**config.mk**
```make
export PLATFORM = sky130hd
export DESIGN_NAME = hazard_scoreboard_flat
export DESIGN_NICKNAME = d
export VERILOG_FILES = /design/src/rtl/hazard_pkg.sv /design/src/rtl/hazard_scoreboard_if.sv /design/src/rtl/md_busy_counter.sv /design/src/rtl/hazard_scoreboard.sv /design/src/flat_wrapper.sv
export SDC_FILE = /design/constraint.sdc
export NUM_CORES = 1
export LEC_CHECK = 0
export CAP_MARGIN = 30
export CORE_MARGIN = 2
export CORE_UTILIZATION = 50
export CTS_BUF_LIST = sky130_fd_sc_hd__clkbuf_4 sky130_fd_sc_hd__clkbuf_8 sky130_fd_sc_hd__clkbuf_16
export DETAILED_ROUTE_END_ITERATION = 8
export HOLD_SLACK_MARGIN = 0.05
export PLACE_DENSITY = 0.87
export SLEW_MARGIN = 10
export SYNTH_ARGS = -nofsm -noshare
export SYNTH_HDL_FRONTEND = slang
export SYNTH_SLANG_ARGS = --single-unit
```
**constraint.sdc**
```tcl
create_clock -name clk -period 5.4 [get_ports clk]
set_clock_uncertainty 0.15 [all_clocks]
set_input_delay 0.81 -clock clk [delete_from_list [all_inputs] [get_ports clk]]
set_output_delay 0.81 -clock clk [all_outputs]
set_load 0.01 [all_outputs]
```
**src/rtl/hazard_pkg.sv**
```systemverilog
// hazard_pkg: shared record type, default cycle constants and saturating decrement for the hazard unit
package hazard_pkg;
  localparam int DEF_REG_AW = 5;
  localparam int DEF_TW = 2;
  localparam int DEF_MULT_CYCLES = 5;
  localparam int DEF_DIV_CYCLES = 10;
  typedef struct packed {
    logic [DEF_REG_AW-1:0] dst;
    logic [DEF_TW-1:0]     tnew;
  } sb_rec_t;
  function automatic int unsigned sat_dec(int unsigned v);
    return (v == 0) ? 0 : v - 1;
  endfunction
endpackage

```
**src/rtl/hazard_scoreboard_if.sv**
```systemverilog
// hazard_scoreboard_if: decoded ID-stage operands in, stall and forward selects out
interface hazard_scoreboard_if #(
  parameter int REG_AW = 5,
  parameter int TW = 2,
  parameter int FWD_W = 2
);
  logic              id_valid;
  logic [REG_AW-1:0] id_rs_addr;
  logic [REG_AW-1:0] id_rt_addr;
  logic              id_rs_used;
  logic              id_rt_used;
  logic [TW-1:0]     id_rs_tuse;
  logic [TW-1:0]     id_rt_tuse;
  logic [REG_AW-1:0] id_dst_addr;
  logic [TW-1:0]     id_tnew;
  logic              id_md_start;
  logic              id_md_is_div;
  logic              id_md_access;
  logic              stall;
  logic [FWD_W-1:0]  fwd_rs_sel;
  logic [FWD_W-1:0]  fwd_rt_sel;
  logic              md_busy;
  modport master (
    output id_valid, id_rs_addr, id_rt_addr, id_rs_used, id_rt_used, id_rs_tuse, id_rt_tuse,
           id_dst_addr, id_tnew, id_md_start, id_md_is_div, id_md_access,
    input  stall, fwd_rs_sel, fwd_rt_sel, md_busy
  );
  modport slave (
    input  id_valid, id_rs_addr, id_rt_addr, id_rs_used, id_rt_used, id_rs_tuse, id_rt_tuse,
           id_dst_addr, id_tnew, id_md_start, id_md_is_div, id_md_access,
    output stall, fwd_rs_sel, fwd_rt_sel, md_busy
  );
endinterface

```
**src/rtl/md_busy_counter.sv**
```systemverilog
// md_busy_counter: mult/div occupancy counter; a new op reloads, otherwise it drains to zero
module md_busy_counter import hazard_pkg::*; #(
  parameter int BUSY_W = 4,
  parameter int MULT_CYCLES = DEF_MULT_CYCLES,
  parameter int DIV_CYCLES = DEF_DIV_CYCLES
) (
  input  logic clk,
  input  logic reset,
  input  logic load,
  input  logic is_div,
  output logic busy
);
  logic [BUSY_W-1:0] cnt;
  always_ff @(posedge clk or posedge reset)
    if (reset) cnt <= '0;
    else cnt <= load ? (is_div ? BUSY_W'(DIV_CYCLES) : BUSY_W'(MULT_CYCLES)) : BUSY_W'(sat_dec(32'(cnt)));
  assign busy = cnt != '0;
endmodule

```
**src/rtl/hazard_scoreboard.sv**
```systemverilog
// hazard_scoreboard: shift-register scoreboard of in-flight writers producing ID stall and forward selects
module hazard_scoreboard import hazard_pkg::*; #(
  parameter int NUM_STAGES = 3,
  parameter int REG_AW = DEF_REG_AW,
  parameter int TW = DEF_TW,
  parameter int MULT_CYCLES = DEF_MULT_CYCLES,
  parameter int DIV_CYCLES = DEF_DIV_CYCLES,
  parameter int BUSY_W = 4,
  parameter int FWD_W = $clog2(NUM_STAGES + 1)
) (
  input logic clk,
  input logic reset,
  hazard_scoreboard_if.slave hz
);
  typedef struct packed {
    logic [REG_AW-1:0] dst;
    logic [TW-1:0]     tnew;
  } rec_t;
  rec_t [NUM_STAGES-1:0] sb;
  logic [1:0] op_stall;
  logic md_stall;
  logic md_load;
  always_ff @(posedge clk or posedge reset)
    if (reset) sb <= '0;
    else begin
      sb[0] <= hz.stall ? rec_t'('0) : rec_t'{dst: hz.id_valid ? hz.id_dst_addr : '0, tnew: hz.id_tnew};
      for (int k = 1; k < NUM_STAGES; k++)
        sb[k] <= rec_t'{dst: sb[k-1].dst, tnew: TW'(sat_dec(32'(sb[k-1].tnew)))};
    end
  // o = 0 is rs, o = 1 is rt; scanning oldest-first leaves the youngest match
  for (genvar o = 0; o < 2; o++) begin : g_op
    logic [REG_AW-1:0] addr;
    logic [TW-1:0]     tuse;
    logic              live;
    logic              hit;
    logic [FWD_W-1:0]  idx;
    logic [TW-1:0]     tn;
    logic [FWD_W-1:0]  sel;
    assign addr = (o == 0) ? hz.id_rs_addr : hz.id_rt_addr;
    assign tuse = (o == 0) ? hz.id_rs_tuse : hz.id_rt_tuse;
    assign live = hz.id_valid && ((o == 0) ? hz.id_rs_used : hz.id_rt_used) && addr != '0;
    always_comb begin
      hit = 1'b0;
      idx = '0;
      tn = '0;
      for (int k = NUM_STAGES - 1; k >= 0; k--)
        if (live && sb[k].dst == addr) begin
          hit = 1'b1;
          idx = FWD_W'(k + 1);
          tn = sb[k].tnew;
        end
    end
    assign op_stall[o] = hit && tn > tuse;
    assign sel = (hit && tn == '0) ? idx : '0;
  end
  assign hz.fwd_rs_sel = g_op[0].sel;
  assign hz.fwd_rt_sel = g_op[1].sel;
  assign md_stall = hz.id_valid && (hz.id_md_access || hz.id_md_start) && hz.md_busy;
  assign hz.stall = |op_stall || md_stall;
  assign md_load = !hz.stall && hz.id_valid && hz.id_md_start;
  md_busy_counter #(
    .BUSY_W(BUSY_W),
    .MULT_CYCLES(MULT_CYCLES),
    .DIV_CYCLES(DIV_CYCLES)
  ) u_md (
    .clk(clk),
    .reset(reset),
    .load(md_load),
    .is_div(hz.id_md_is_div),
    .busy(hz.md_busy)
  );
endmodule

```
**src/flat_wrapper.sv**
```systemverilog
// flat-port wrapper written by rule: the top's interface ports become plain ports
module hazard_scoreboard_flat import hazard_pkg::*;
#(
  parameter int NUM_STAGES = 3,
  parameter int REG_AW = DEF_REG_AW,
  parameter int TW = DEF_TW,
  parameter int MULT_CYCLES = DEF_MULT_CYCLES,
  parameter int DIV_CYCLES = DEF_DIV_CYCLES,
  parameter int BUSY_W = 4,
  parameter int FWD_W = $clog2(NUM_STAGES + 1)
)
  (clk, reset, hz_id_valid, hz_id_rs_addr, hz_id_rt_addr, hz_id_rs_used, hz_id_rt_used, hz_id_rs_tuse, hz_id_rt_tuse, hz_id_dst_addr, hz_id_tnew, hz_id_md_start, hz_id_md_is_div, hz_id_md_access, hz_stall, hz_fwd_rs_sel, hz_fwd_rt_sel, hz_md_busy);
  hazard_scoreboard_if #(.REG_AW(REG_AW), .TW(TW), .FWD_W(FWD_W)) hz_i ();
  input logic clk;
  input logic reset;
  input wire logic [$bits(hz_i.id_valid)-1:0] hz_id_valid;
  input wire logic [$bits(hz_i.id_rs_addr)-1:0] hz_id_rs_addr;
  input wire logic [$bits(hz_i.id_rt_addr)-1:0] hz_id_rt_addr;
  input wire logic [$bits(hz_i.id_rs_used)-1:0] hz_id_rs_used;
  input wire logic [$bits(hz_i.id_rt_used)-1:0] hz_id_rt_used;
  input wire logic [$bits(hz_i.id_rs_tuse)-1:0] hz_id_rs_tuse;
  input wire logic [$bits(hz_i.id_rt_tuse)-1:0] hz_id_rt_tuse;
  input wire logic [$bits(hz_i.id_dst_addr)-1:0] hz_id_dst_addr;
  input wire logic [$bits(hz_i.id_tnew)-1:0] hz_id_tnew;
  input wire logic [$bits(hz_i.id_md_start)-1:0] hz_id_md_start;
  input wire logic [$bits(hz_i.id_md_is_div)-1:0] hz_id_md_is_div;
  input wire logic [$bits(hz_i.id_md_access)-1:0] hz_id_md_access;
  output wire logic [$bits(hz_i.stall)-1:0] hz_stall;
  output wire logic [$bits(hz_i.fwd_rs_sel)-1:0] hz_fwd_rs_sel;
  output wire logic [$bits(hz_i.fwd_rt_sel)-1:0] hz_fwd_rt_sel;
  output wire logic [$bits(hz_i.md_busy)-1:0] hz_md_busy;
  assign hz_i.id_valid = hz_id_valid;
  assign hz_i.id_rs_addr = hz_id_rs_addr;
  assign hz_i.id_rt_addr = hz_id_rt_addr;
  assign hz_i.id_rs_used = hz_id_rs_used;
  assign hz_i.id_rt_used = hz_id_rt_used;
  assign hz_i.id_rs_tuse = hz_id_rs_tuse;
  assign hz_i.id_rt_tuse = hz_id_rt_tuse;
  assign hz_i.id_dst_addr = hz_id_dst_addr;
  assign hz_i.id_tnew = hz_id_tnew;
  assign hz_i.id_md_start = hz_id_md_start;
  assign hz_i.id_md_is_div = hz_id_md_is_div;
  assign hz_i.id_md_access = hz_id_md_access;
  assign hz_stall = hz_i.stall;
  assign hz_fwd_rs_sel = hz_i.fwd_rs_sel;
  assign hz_fwd_rt_sel = hz_i.fwd_rt_sel;
  assign hz_md_busy = hz_i.md_busy;
  hazard_scoreboard #(.NUM_STAGES(NUM_STAGES), .REG_AW(REG_AW), .TW(TW), .MULT_CYCLES(MULT_CYCLES), .DIV_CYCLES(DIV_CYCLES), .BUSY_W(BUSY_W), .FWD_W(FWD_W)) u_core (.clk(clk), .reset(reset), .hz(hz_i));
endmodule
```
==> impl_summary.log <==
[metrics] worst slack on hold paths: approximately 0.32 ns
[metrics] DIE WIDTH: ~60 um
[metrics] kind of start point of the critical path: input pin
[metrics] Leak: ~0.86 nW
[metrics] clock tree from TritonCTS: yes
[metrics] Post-route DRC: 0
[metrics] Congestion Overflow GR: 0
[metrics] logic depth of the worst setup path including buffers: 13
[metrics] number of library cell types mapped by synthesis: 38
[metrics] number of nets at the end of the flow: approximately 230
[metrics] worst hold path type: reg -> reg
[metrics] number of rows in the core area: 20
[metrics] Routed WL per cell: 15.0 um
[metrics] total iterations of the first detailed-routing run: 4
[metrics] maximum achievable frequency: about 190 MHz
[metrics] slew at the pin closest to its max-slew limit: approximately 0.44 ns
[metrics] setup slack of the most critical reg-to-reg path: ~2.3 ns
[metrics] area share of the largest cell type after synthesis: 39.9%
[metrics] kind of end point of the critical path: output pin
[metrics] Arrival @ worst endpoint: 4.29 ns
[metrics] Mapped Area: between 1500 and 2000 um^2
[metrics] Area contributors post-synth: sky130_fd_sc_hd__dfrtp_1 40%, sky130_fd_sc_hd__xnor2_1 13%, sky130_fd_sc_hd__nand2_1 3.3%
[metrics] worst hold path stage count: 0
[metrics] number of sinks handled by clock tree synthesis: 25
[metrics] antenna violations before repair: 0
[metrics] CTS clock-pin slew for the worst setup and hold paths: roughly 0.14 ns
[metrics] starting density of the core: between 50 and 60%
[metrics] placeable core region: around 3000 um^2
[metrics] number of clock buffers inserted by TritonCTS: 3
[metrics] global placer's final weighted congestion: approximately 0.89
[metrics] synthesized net count: 189
[metrics] wire length of the first global-routing pass: between 5000 and 6000 um
[metrics] Max Fanout on Critical Path: 8
[metrics] total routing usage reported by global routing: around 22%
[metrics] Seq cells post-synth: 25
[metrics] mean instance size in the synthesized netlist: between 10 and 15 um^2
[metrics] sequential fraction of the synthesis area: roughly two fifths
[metrics] CP required: around 4.4 ns
[metrics] commonest register cell after synthesis: sky130_fd_sc_hd__dfrtp_1
[metrics] count of final setup violators: 0
[metrics] worst setup path class: in -> out
[metrics] iteration-0 DRC count of the detailed router: 68
[metrics] maximum buffer depth of the clock tree: 2
[metrics] Root Driver: sky130_fd_sc_hd__clkbuf_4
[metrics] Die Footprint: around 3600 um^2
[metrics] period utilisation layout: a little under 100%
[metrics] utilization after layout: between 60% and 70%
[metrics] largest net degree at the start of global routing: 26
[metrics] total via count after detailed routing: around 1300
[metrics] share of synthesized registers carrying an async set or reset: 100%
[metrics] Total Neg Setup Slack: 0 ns
[metrics] Post-synth EDFFs: 0
[metrics] number of buffer cells added on primary ports: 34
[metrics] worst-path cell with the longest stage delay: sky130_fd_sc_hd__or4_1
[metrics] final hold vios: 0
[metrics] detailed-route wire length: approximately 3600 um
[metrics] number of setup buffers added after CTS: 0
[metrics] cell type with the largest total area after synthesis: sky130_fd_sc_hd__dfrtp_1
[metrics] finished layout cell area: approximately 2000 um^2
[metrics] antenna diode count: 0
[metrics] vias in the first global route: 1340
[metrics] run status: finished, final reports clean
[metrics] die extent in y: roughly 60 um
[metrics] share of cells above drive strength 1: about 10%
[metrics] Avg Vias per Cell: between 5 and 6
[metrics] ordered list of cells on the worst path: clkdlybuf4s50_1 -> or4_1 -> o211ai_2 -> nor3_1 -> a22oi_1 -> a2bb2oi_1 -> ha_1 -> nor2b_1 -> o21ai_1 -> a311oi_4 -> nor3_4 -> inv_1 -> clkdlybuf4s50_1
[metrics] RSZ-0062 raised after global routing: false
[metrics] hold-fix buffers at CTS: 0
[metrics] commonest cells in the netlist: 25 x sky130_fd_sc_hd__dfrtp_1, 24 x sky130_fd_sc_hd__xnor2_1, 14 x sky130_fd_sc_hd__nand2_1
[metrics] number of standard cells after synthesis: ~160
[metrics] IO Count: 35
[metrics] Detail Route Antenna Nets: 0
[metrics] slew margin rel.: between 70% and 80%
[metrics] clock latency on the worst-skew pair: ~0.32 ns
[metrics] DP HPWL: between 2000 and 3000 um
[metrics] Final Non-Filler Cells: 238
[metrics] post-placement cell area: 1970 um^2
[metrics] Max Cap Viol: 0
[metrics] CTS H-Tree Depth: 1
[metrics] Crit path largest cell delay: 0.62 ns
[metrics] area added between synthesis and finish: 28.9%
[metrics] delay-heaviest family, CP: buffers and inverters
[metrics] depth of the most critical reg-to-reg path: 12
[metrics] worst ir drop on vdd: 0.170 mV
[metrics] PnR Total Power: approximately 520 uW
[metrics] number of buffers and inverters on the critical path: 3
[metrics] power per cell area: roughly 260 nW/um^2
[metrics] worst setup slack after layout: 0.147 ns
[metrics] PostCTS Resize Cnt: 0
[metrics] # placed instances: 233
[metrics] worst slack, placed: roughly 0.087 ns
[metrics] max-slew violation count: 0
[metrics] post-layout min period: approximately 5.3 ns
[metrics] number of warning messages in the yosys log: 0
[metrics] most common cell in the synthesized netlist: sky130_fd_sc_hd__dfrtp_1
[metrics] most common cell type on the critical path: sky130_fd_sc_hd__clkdlybuf4s50_1
[placed cells by master (no fill, tap or decap), types with 2 or more instances in the layout]
master / synthesis / final
sky130_fd_sc_hd__clkdlybuf4s50_1: 0 / 34
sky130_fd_sc_hd__dfrtp_1: 25 / 25
sky130_fd_sc_hd__xnor2_1: 24 / 24
sky130_fd_sc_hd__nand2_1: 14 / 14
sky130_fd_sc_hd__inv_1: 10 / 10
sky130_fd_sc_hd__nor3_1: 8 / 8
sky130_fd_sc_hd__xor2_1: 6 / 6
sky130_fd_sc_hd__and3_1: 6 / 6
sky130_fd_sc_hd__nor2_1: 5 / 5
sky130_fd_sc_hd__or3_1: 4 / 4
sky130_fd_sc_hd__ha_1: 4 / 4
sky130_fd_sc_hd__nand3_1: 3 / 3
sky130_fd_sc_hd__nand4_1: 3 / 3
sky130_fd_sc_hd__a2bb2oi_1: 3 / 3
sky130_fd_sc_hd__o21ai_0: 4 / 3
sky130_fd_sc_hd__and2_1: 3 / 3
sky130_fd_sc_hd__clkbuf_4: 0 / 3
sky130_fd_sc_hd__o211a_1: 2 / 2
sky130_fd_sc_hd__o211ai_2: 2 / 2
sky130_fd_sc_hd__a22oi_1: 2 / 2
sky130_fd_sc_hd__or2_2: 2 / 2
sky130_fd_sc_hd__a211o_2: 2 / 2
sky130_fd_sc_hd__nor4_1: 2 / 2
sky130_fd_sc_hd__a21oi_1: 2 / 2
sky130_fd_sc_hd__nor2b_1: 2 / 2
sky130_fd_sc_hd__a2111oi_0: 2 / 2
sky130_fd_sc_hd__buf_4: 0 / 2
[power by group]
group	leakage, nW	internal, mW	total (mW)	switching (mW)
Sequential	0.328	0.220	0.253	0.0336
Clock	0.0177	0.0277	0.0824	0.0547
Combinational	0.510	0.0988	0.183	0.0841
[routing by layer]
metal | share of wire (%) | track usage, %
met5 | 0 | 0
met4 | 2.4 | 10.5
met3 | 4.5 | 2.81
met2 | 48 | 37.9
met1 | 45 | 27.8
[final timing paths]
kind / from / to
worst max-delay path: hz_id_rs_addr[0] / hz_stall
worst min-delay path: u_core.sb[9] / u_core.sb[16]
worst max register to register: u_core.sb[3] / u_core.u_md.cnt[2]
worst min register to register: u_core.sb[9] / u_core.sb[16]
max in group asynchronous: reset / u_core.sb[18]
min in group asynchronous: reset / u_core.sb[10]
[kinds of logic after synthesis]
group,share of synthesized area [%]
XOR/XNOR,16.7
AND/OR/NAND/NOR,21.5
adder cells (fa/ha/maj),3.19
buffers and inverters,3.11
flip-flops,39.9
AO/OA/AOI/OAI,15.6
[sequential cells by signal (all words and copies together) (netlist names)]
register	cells
u_core.sb	21
u_core.u_md.cnt	4
[final cells by class]
cell class                      count  area (um^2)
Fill cell                         245         1000
Multi-Input combinational cell    118          895
Sequential cell                    25          626
Timing Repair Buffer               37          383
Tap cell                           44         55.1
Inverter                           10         37.5
Clock buffer                        3         22.5
Clock inverter                      1         5.00
No activity file was read; power rests on OpenSTA's default activity.
